`src/rtl/ucode_sequencer_if.sv`:
```
// Bundle between the microcode sequencer and its surroundings: start/control inputs,
// the microcode memory read port, the decoded ucodeop field set and status outputs.
interface ucode_sequencer_if #(parameter int UPC_W = 8);
    logic             start;
    logic [UPC_W-1:0] start_pc;
    logic             stall;
    logic             zero_flag;
    logic             um_rd_en;
    logic [UPC_W-1:0] um_addr;
    logic [31:0]      um_rdata;
    logic             uop_valid;
    logic [3:0]       uop_port_a_reg;
    logic [3:0]       uop_port_b_reg;
    logic             uop_port_a_we;
    logic [3:0]       uop_alu_op;
    logic             uop_alu_use_b_imm;
    logic             uop_alu_shift_dir;
    logic             uop_jump_on_zero;
    logic             uop_ex_jump;
    logic             uop_in_alu;
    logic             uop_in_rf;
    logic             uop_in_dmem;
    logic             uop_in_imm;
    logic             uop_out_rf_write;
    logic             uop_out_dm_write;
    logic [7:0]       uop_imm;
    logic             uop_done;
    logic             busy;
    logic             done;
    logic [UPC_W-1:0] upc;
    logic [1:0]       dbg_state;

    // Handshake: start is a request sampled only while the sequencer is idle (busy=0);
    // a read issued with um_rd_en in one cycle returns um_rdata in the following cycle.
    modport master (
        input  start, start_pc, stall, zero_flag, um_rdata,
        output um_rd_en, um_addr, uop_valid, uop_port_a_reg, uop_port_b_reg,
               uop_port_a_we, uop_alu_op, uop_alu_use_b_imm, uop_alu_shift_dir,
               uop_jump_on_zero, uop_ex_jump, uop_in_alu, uop_in_rf, uop_in_dmem,
               uop_in_imm, uop_out_rf_write, uop_out_dm_write, uop_imm, uop_done,
               busy, done, upc, dbg_state
    );

    modport slave (
        output start, start_pc, stall, zero_flag, um_rdata,
        input  um_rd_en, um_addr, uop_valid, uop_port_a_reg, uop_port_b_reg,
               uop_port_a_we, uop_alu_op, uop_alu_use_b_imm, uop_alu_shift_dir,
               uop_jump_on_zero, uop_ex_jump, uop_in_alu, uop_in_rf, uop_in_dmem,
               uop_in_imm, uop_out_rf_write, uop_out_dm_write, uop_imm, uop_done,
               busy, done, upc, dbg_state
    );
endinterface

```
`src/rtl/ucode_sequencer.sv`:
```
// Microcode sequencer: fetch / wait / execute loop over a synchronous-read microcode ROM,
// decoding the held instruction word onto the ucodeop fields and resolving jumps.
module ucode_sequencer #(
    parameter int UPC_W = 8
) (
    input logic               clk,
    input logic               rst_n,
    ucode_sequencer_if.master bus
);
    typedef enum logic [1:0] {
        S_IDLE  = 2'd0,
        S_FETCH = 2'd1,
        S_WAIT  = 2'd2,
        S_EXEC  = 2'd3
    } state_t;

    state_t           r_state;
    state_t           w_state_nxt;
    logic [UPC_W-1:0] r_upc;
    logic [UPC_W-1:0] w_upc_nxt;
    logic [UPC_W-1:0] w_target;
    logic [31:0]      r_ir;
    logic [31:0]      w_ir_nxt;
    logic [31:0]      w_uop;
    logic             r_done;
    logic             w_done_nxt;
    logic             w_exec;

    // Immediate is zero-extended or truncated to the counter width.
    assign w_target = UPC_W'(r_ir[30:23]);
    assign w_exec   = (r_state == S_EXEC);

    always_ff @(posedge clk or negedge rst_n) begin
        if (!rst_n) begin
            r_state <= S_IDLE;
            r_upc   <= '0;
            r_ir    <= '0;
            r_done  <= 1'b0;
        end else begin
            r_state <= w_state_nxt;
            r_upc   <= w_upc_nxt;
            r_ir    <= w_ir_nxt;
            r_done  <= w_done_nxt;
        end
    end

    always_comb begin
        w_state_nxt = r_state;
        w_upc_nxt   = r_upc;
        w_ir_nxt    = r_ir;
        w_done_nxt  = 1'b0;
        case (r_state)
            S_IDLE: begin
                if (bus.start) begin
                    w_upc_nxt   = bus.start_pc;
                    w_state_nxt = S_FETCH;
                end
            end
            S_FETCH: w_state_nxt = S_WAIT;
            S_WAIT: begin
                w_ir_nxt    = bus.um_rdata;
                w_state_nxt = S_EXEC;
            end
            S_EXEC: begin
                // SignalDone outranks both jump kinds; ExJump outranks JumpOnZero.
                if (!bus.stall) begin
                    if (r_ir[31]) begin
                        w_state_nxt = S_IDLE;
                        w_done_nxt  = 1'b1;
                    end else begin
                        w_state_nxt = S_FETCH;
                        if (r_ir[16]) begin
                            w_upc_nxt = w_target;
                        end else if (r_ir[15] && bus.zero_flag) begin
                            w_upc_nxt = w_target;
                        end else begin
                            w_upc_nxt = r_upc + UPC_W'(1);
                        end
                    end
                end
            end
            default: w_state_nxt = S_IDLE;
        endcase
    end

    // Fields read as NOP outside EXEC so no write enable can leak out.
    assign w_uop = w_exec ? r_ir : 32'd0;

    assign bus.um_rd_en          = (r_state == S_FETCH);
    assign bus.um_addr           = r_upc;
    assign bus.uop_valid         = w_exec;
    assign bus.uop_port_a_reg    = w_uop[3:0];
    assign bus.uop_port_b_reg    = w_uop[7:4];
    assign bus.uop_port_a_we     = w_uop[8];
    assign bus.uop_alu_op        = w_uop[12:9];
    assign bus.uop_alu_use_b_imm = w_uop[13];
    assign bus.uop_alu_shift_dir = w_uop[14];
    assign bus.uop_jump_on_zero  = w_uop[15];
    assign bus.uop_ex_jump       = w_uop[16];
    assign bus.uop_in_alu        = w_uop[17];
    assign bus.uop_in_rf         = w_uop[18];
    assign bus.uop_in_dmem       = w_uop[19];
    assign bus.uop_in_imm        = w_uop[20];
    assign bus.uop_out_rf_write  = w_uop[21];
    assign bus.uop_out_dm_write  = w_uop[22];
    assign bus.uop_imm           = w_uop[30:23];
    assign bus.uop_done          = w_uop[31];
    assign bus.busy              = (r_state != S_IDLE);
    assign bus.done              = r_done;
    assign bus.upc               = r_upc;
    assign bus.dbg_state         = r_state;
endmodule

```
`src/flat_wrapper.sv`:
```
// flat-port wrapper written by rule: the top's interface ports become plain ports
module ucode_sequencer_flat 
#(
    parameter int UPC_W = 8
)
  (clk, rst_n, bus_start, bus_start_pc, bus_stall, bus_zero_flag, bus_um_rdata, bus_um_rd_en, bus_um_addr, bus_uop_valid, bus_uop_port_a_reg, bus_uop_port_b_reg, bus_uop_port_a_we, bus_uop_alu_op, bus_uop_alu_use_b_imm, bus_uop_alu_shift_dir, bus_uop_jump_on_zero, bus_uop_ex_jump, bus_uop_in_alu, bus_uop_in_rf, bus_uop_in_dmem, bus_uop_in_imm, bus_uop_out_rf_write, bus_uop_out_dm_write, bus_uop_imm, bus_uop_done, bus_busy, bus_done, bus_upc, bus_dbg_state);
  ucode_sequencer_if #(.UPC_W(UPC_W)) bus_i ();
  input logic clk;
  input logic rst_n;
  input wire logic [$bits(bus_i.start)-1:0] bus_start;
  input wire logic [$bits(bus_i.start_pc)-1:0] bus_start_pc;
  input wire logic [$bits(bus_i.stall)-1:0] bus_stall;
  input wire logic [$bits(bus_i.zero_flag)-1:0] bus_zero_flag;
  input wire logic [$bits(bus_i.um_rdata)-1:0] bus_um_rdata;
  output wire logic [$bits(bus_i.um_rd_en)-1:0] bus_um_rd_en;
  output wire logic [$bits(bus_i.um_addr)-1:0] bus_um_addr;
  output wire logic [$bits(bus_i.uop_valid)-1:0] bus_uop_valid;
  output wire logic [$bits(bus_i.uop_port_a_reg)-1:0] bus_uop_port_a_reg;
  output wire logic [$bits(bus_i.uop_port_b_reg)-1:0] bus_uop_port_b_reg;
  output wire logic [$bits(bus_i.uop_port_a_we)-1:0] bus_uop_port_a_we;
  output wire logic [$bits(bus_i.uop_alu_op)-1:0] bus_uop_alu_op;
  output wire logic [$bits(bus_i.uop_alu_use_b_imm)-1:0] bus_uop_alu_use_b_imm;
  output wire logic [$bits(bus_i.uop_alu_shift_dir)-1:0] bus_uop_alu_shift_dir;
  output wire logic [$bits(bus_i.uop_jump_on_zero)-1:0] bus_uop_jump_on_zero;
  output wire logic [$bits(bus_i.uop_ex_jump)-1:0] bus_uop_ex_jump;
  output wire logic [$bits(bus_i.uop_in_alu)-1:0] bus_uop_in_alu;
  output wire logic [$bits(bus_i.uop_in_rf)-1:0] bus_uop_in_rf;
  output wire logic [$bits(bus_i.uop_in_dmem)-1:0] bus_uop_in_dmem;
  output wire logic [$bits(bus_i.uop_in_imm)-1:0] bus_uop_in_imm;
  output wire logic [$bits(bus_i.uop_out_rf_write)-1:0] bus_uop_out_rf_write;
  output wire logic [$bits(bus_i.uop_out_dm_write)-1:0] bus_uop_out_dm_write;
  output wire logic [$bits(bus_i.uop_imm)-1:0] bus_uop_imm;
  output wire logic [$bits(bus_i.uop_done)-1:0] bus_uop_done;
  output wire logic [$bits(bus_i.busy)-1:0] bus_busy;
  output wire logic [$bits(bus_i.done)-1:0] bus_done;
  output wire logic [$bits(bus_i.upc)-1:0] bus_upc;
  output wire logic [$bits(bus_i.dbg_state)-1:0] bus_dbg_state;
  assign bus_i.start = bus_start;
  assign bus_i.start_pc = bus_start_pc;
  assign bus_i.stall = bus_stall;
  assign bus_i.zero_flag = bus_zero_flag;
  assign bus_i.um_rdata = bus_um_rdata;
  assign bus_um_rd_en = bus_i.um_rd_en;
  assign bus_um_addr = bus_i.um_addr;
  assign bus_uop_valid = bus_i.uop_valid;
  assign bus_uop_port_a_reg = bus_i.uop_port_a_reg;
  assign bus_uop_port_b_reg = bus_i.uop_port_b_reg;
  assign bus_uop_port_a_we = bus_i.uop_port_a_we;
  assign bus_uop_alu_op = bus_i.uop_alu_op;
  assign bus_uop_alu_use_b_imm = bus_i.uop_alu_use_b_imm;
  assign bus_uop_alu_shift_dir = bus_i.uop_alu_shift_dir;
  assign bus_uop_jump_on_zero = bus_i.uop_jump_on_zero;
  assign bus_uop_ex_jump = bus_i.uop_ex_jump;
  assign bus_uop_in_alu = bus_i.uop_in_alu;
  assign bus_uop_in_rf = bus_i.uop_in_rf;
  assign bus_uop_in_dmem = bus_i.uop_in_dmem;
  assign bus_uop_in_imm = bus_i.uop_in_imm;
  assign bus_uop_out_rf_write = bus_i.uop_out_rf_write;
  assign bus_uop_out_dm_write = bus_i.uop_out_dm_write;
  assign bus_uop_imm = bus_i.uop_imm;
  assign bus_uop_done = bus_i.uop_done;
  assign bus_busy = bus_i.busy;
  assign bus_done = bus_i.done;
  assign bus_upc = bus_i.upc;
  assign bus_dbg_state = bus_i.dbg_state;
  ucode_sequencer #(.UPC_W(UPC_W)) u_core (.clk(clk), .rst_n(rst_n), .bus(bus_i));
endmodule
```
`config.mk`:
```
export PLATFORM = sky130hd
export DESIGN_NAME = ucode_sequencer_flat
export DESIGN_NICKNAME = d
export VERILOG_FILES = /design/src/rtl/ucode_sequencer_if.sv /design/src/rtl/ucode_sequencer.sv /design/src/flat_wrapper.sv
export SDC_FILE = /design/constraint.sdc
export NUM_CORES = 1
export LEC_CHECK = 0
export ABC_CLOCK_PERIOD_IN_PS = 5500
export CORE_UTILIZATION = 46
export CTS_BUF_LIST = sky130_fd_sc_hd__clkbuf_16
export CTS_CLUSTER_DIAMETER = 100
export DETAILED_ROUTE_END_ITERATION = 8
export GPL_TIMING_DRIVEN = 1
export PLACE_DENSITY = 0.86
export SKIP_LAST_GASP = 1
export SLEW_MARGIN = 15
export SYNTH_ARGS = -nofsm -noshare
export SYNTH_HDL_FRONTEND = slang
export SYNTH_SLANG_ARGS = --single-unit
export TNS_END_PERCENT = 5
```
`constraint.sdc`:
```
create_clock -name clk -period 5.5 [get_ports clk]
set_clock_uncertainty 0.2 [all_clocks]
set_input_delay 1.1 -clock clk [delete_from_list [all_inputs] [get_ports clk]]
set_output_delay 1.1 -clock clk [all_outputs]
set_load 0.02 [all_outputs]
```
==> flow_metrics.py <==
metrics = {
    "power_and_ir_drop": {
        "p_per_area_nw_per_um2": 618,
        "p_leak_nw": 1.39,
        "ir_drop_uv": 406,
    },
    "synth": {
        "yosysSeqAreaShare": 0.464,
        "postSynthCellCount": 206,
        "syn_nets": 257,
        "synth_area_leader_cell": "dfrtp_1",
        "yosysWarnings": 0,
        "synth_flop_cell": "dfrtp_1",
        "netlist.area_leader.share": 0.464,
        "ys_async_sr_fraction": 1.00,
        "ys_ff_latch": 43,
        "ys_types": 43,
        "synth_area_leaders": "dfrtp_1, mux2_2, and2_1",
        "syn_area_sq_um": 2320,
        "synth_edf_count": 0,
        "synth_area_per_cell_sq_um": 11.3,
    },
    "route": {
        "totalWireLength_microns": 5690,
        "drt_iter0_drc": 162,
        "drc": 0,
        "num_vias": 1874,
        "via_per_inst": 5.16,
        "post_drt_wl_per_cell_microns": 15.7,
        "ant_nets": 0,
        "first_pass_iters": 4,
    },
    "floorplanning": {
        "row_count": 25,
        "die_x_microns": 73.0,
        "die_y_microns": 73.0,
        "core_sq_um": 4790,
        "dieArea_sq_um": 5330,
        "start_util": 0.485,
        "ios": 99,
    },
    "global_routing": {
        "grt_overflow_total": 0,
        "antenna_found_initial": 0,
        "grt_pass1_vias": 1903,
        "grt_start_max_net_pins": 44,
        "grt_pass1_wl_microns": 9230,
        "gr-usage-all-layers": 0.230,
    },
    "clocking": {
        "cts_num_sinks": 43,
        "insertion_delay_ps": 280,
        "post_cts_buffers": 0,
        "ctsHoldBuffers": 0,
        "clk_pin_slew_worst_paths_ps": 60,
        "root_buffer": "clkbuf_16",
        "cts_buffers": 5,
        "cts_tree": "yes",
        "cts_resized": 0,
        "cts_buffer_depth": 2,
        "htreeDepth": 2,
    },
    "timing": {
        "max_freq_ghz": 0.260,
        "max_slew_margin": 0.352,
        "setup_viol": 0,
        "worstMarginPinSlew_ps": 972,
        "slew_viol_final": 0,
        "final-hold-violation-count": 0,
        "period_needed_ps": 3850,
        "finalCritPeriodShare": 0.700,
        "setup_slack_ps": 1650,
        "grt_setup_unrepaired": "false",
        "fin_tns_setup_ps": 0,
    },
    "worst_setup_path": {
        "path_class": "flip-flop to output pin",
        "path_cells": "ha_1, buf_4, and2_1, clkdlybuf4s50_1",
        "critical_path_arrival_ps": 2550,
        "crit_slowest_cell": "clkdlybuf4s50_1",
        "critPathMaxStageDelay_ps": 610,
        "cp_max_fo": 31,
        "critPathLaunchType": "flip-flop",
        "required_ps": 4200,
        "crit_path_end_kind": "output pin",
    },
    "final_layout": {
        "areaGrowthSynthToFinish_pct": 47.6,
        "mostFrequentLayoutCell": "clkdlybuf4s50_1",
        "drive_gt1_frac": 0.166,
        "mostFrequentLayoutCells": "clkdlybuf4s50_1, dfrtp_1, and2_1",
        "regArea_sq_um": 1080,
        "diodes": 0,
        "final_nets": 346,
        "fillers": 337,
        "multi_input_area_sq_um": 1110,
    },
    "placed_design": {
        "gp_congestion": 0.812,
        "preCtsSetupSlack_ps": 1940,
        "io_buffers": 98,
        "dp_hpwl_microns": 3970,
    },
    "run": {
        "maxCapViolCount": 0,
    },
    "outcome": {
        "outcome": "finished, final reports clean",
    },
    "worst_hold_path": {
        "hold_path.class": "flip-flop to flip-flop",
    },
}
## where the power goes
group | switching [mW] | total, mW | leakage (nW) | internal [mW]
combinational | 0.595 | 1.21 | 0.824 | 0.614
sequential | 0.134 | 0.614 | 0.503 | 0.480
clock | 0.125 | 0.292 | 0.0674 | 0.167
## area by class of cell
type / instances / area share
clock buffers: 5 / 0.0365
clock inverters: 3 / 0.00585
inverters: 4 / 0.00439
multi-input cells: 141 / 0.325
flip-flops and latches: 43 / 0.314
well taps: 67 / 0.0245
repair buffers: 100 / 0.289
## through the flow
step	cells	area (sq um)	hold slack, ps	power [mW]	utilization
floorplan	206	2320	250	1.40	-
global placement	355	3280	261	1.79	0.685
detailed placement	355	3280	276	1.82	0.685
CTS	363	3420	290	2.12	0.715
global route	363	3420	314	2.24	0.715
finish	363	3420	289	2.12	0.715
## final timing paths
kind	slack, ps	start	end	depth (start not counted)
setup / recovery	1650	u_core.bus.dbg_state[0]	bus_uop_imm[6]	4
hold reg to reg	290	u_core.r_ir[4]	u_core.r_ir[4]	1
max in group asynchronous	3730	rst_n	u_core.r_ir[25]	1
setup reg to reg	3150	u_core.bus.dbg_state[0]	u_core.bus.um_addr[7]	5
min in group asynchronous	780	rst_n	u_core.r_ir[12]	1
hold / removal	290	u_core.r_ir[4]	u_core.r_ir[4]	1
## registers in the layout, indices dropped and copies added (netlist names)
name / count
u_core.bus.dbg_state: 2
u_core.bus.done: 1
u_core.bus.um_addr: 8
u_core.r_ir: 32
## cell families after synthesis
logic type / Yosys count / share of synthesized area
DFF: 43 / 0.464
AOI/OAI and AO/OA: 34 / 0.117
adders and majority gates: 6 / 0.0324
muxes: 33 / 0.160
and+or+nand+nor: 68 / 0.170
buffers and inverters: 22 / 0.0566
## critical path: cells and delay by family, from the launching register on
family                     cells  cell delay, ps
buffers and inverters          2            1010
adders and majority gates      1             600
DFF                            1             440
and+or+nand+nor                1             210
## routing by layer
layer / share of wire / up-vias / GRT usage
met2: 0.48 / 79 / 0.366
met3: 0.089 / 6 / 0.0829
met4: 0.011 / 0 / 0.0741
met5: 0 / - / 0
li1: - / 889 / -
met1: 0.42 / 900 / 0.291
## cell usage after synthesis (2+ instances only)
master and number:
dfrtp_1 43, and2_1 32, mux2_2 31, nand2_1 14
buf_4 9, ha_1 6, nor2b_1 5, o21ai_0 5
a31oi_1 4, buf_2 4, inv_1 4, nor2_1 4
a21oi_1 3, nor3_1 3, a22o_1 2, clkbuf_1 2
clkbuf_2 2, mux2_1 2, nand3_1 2, nand3b_1 2
o211ai_1 2, o21ai_1 2, o31ai_1 2, o41ai_2 2
(Power assumes the default switching activity.)
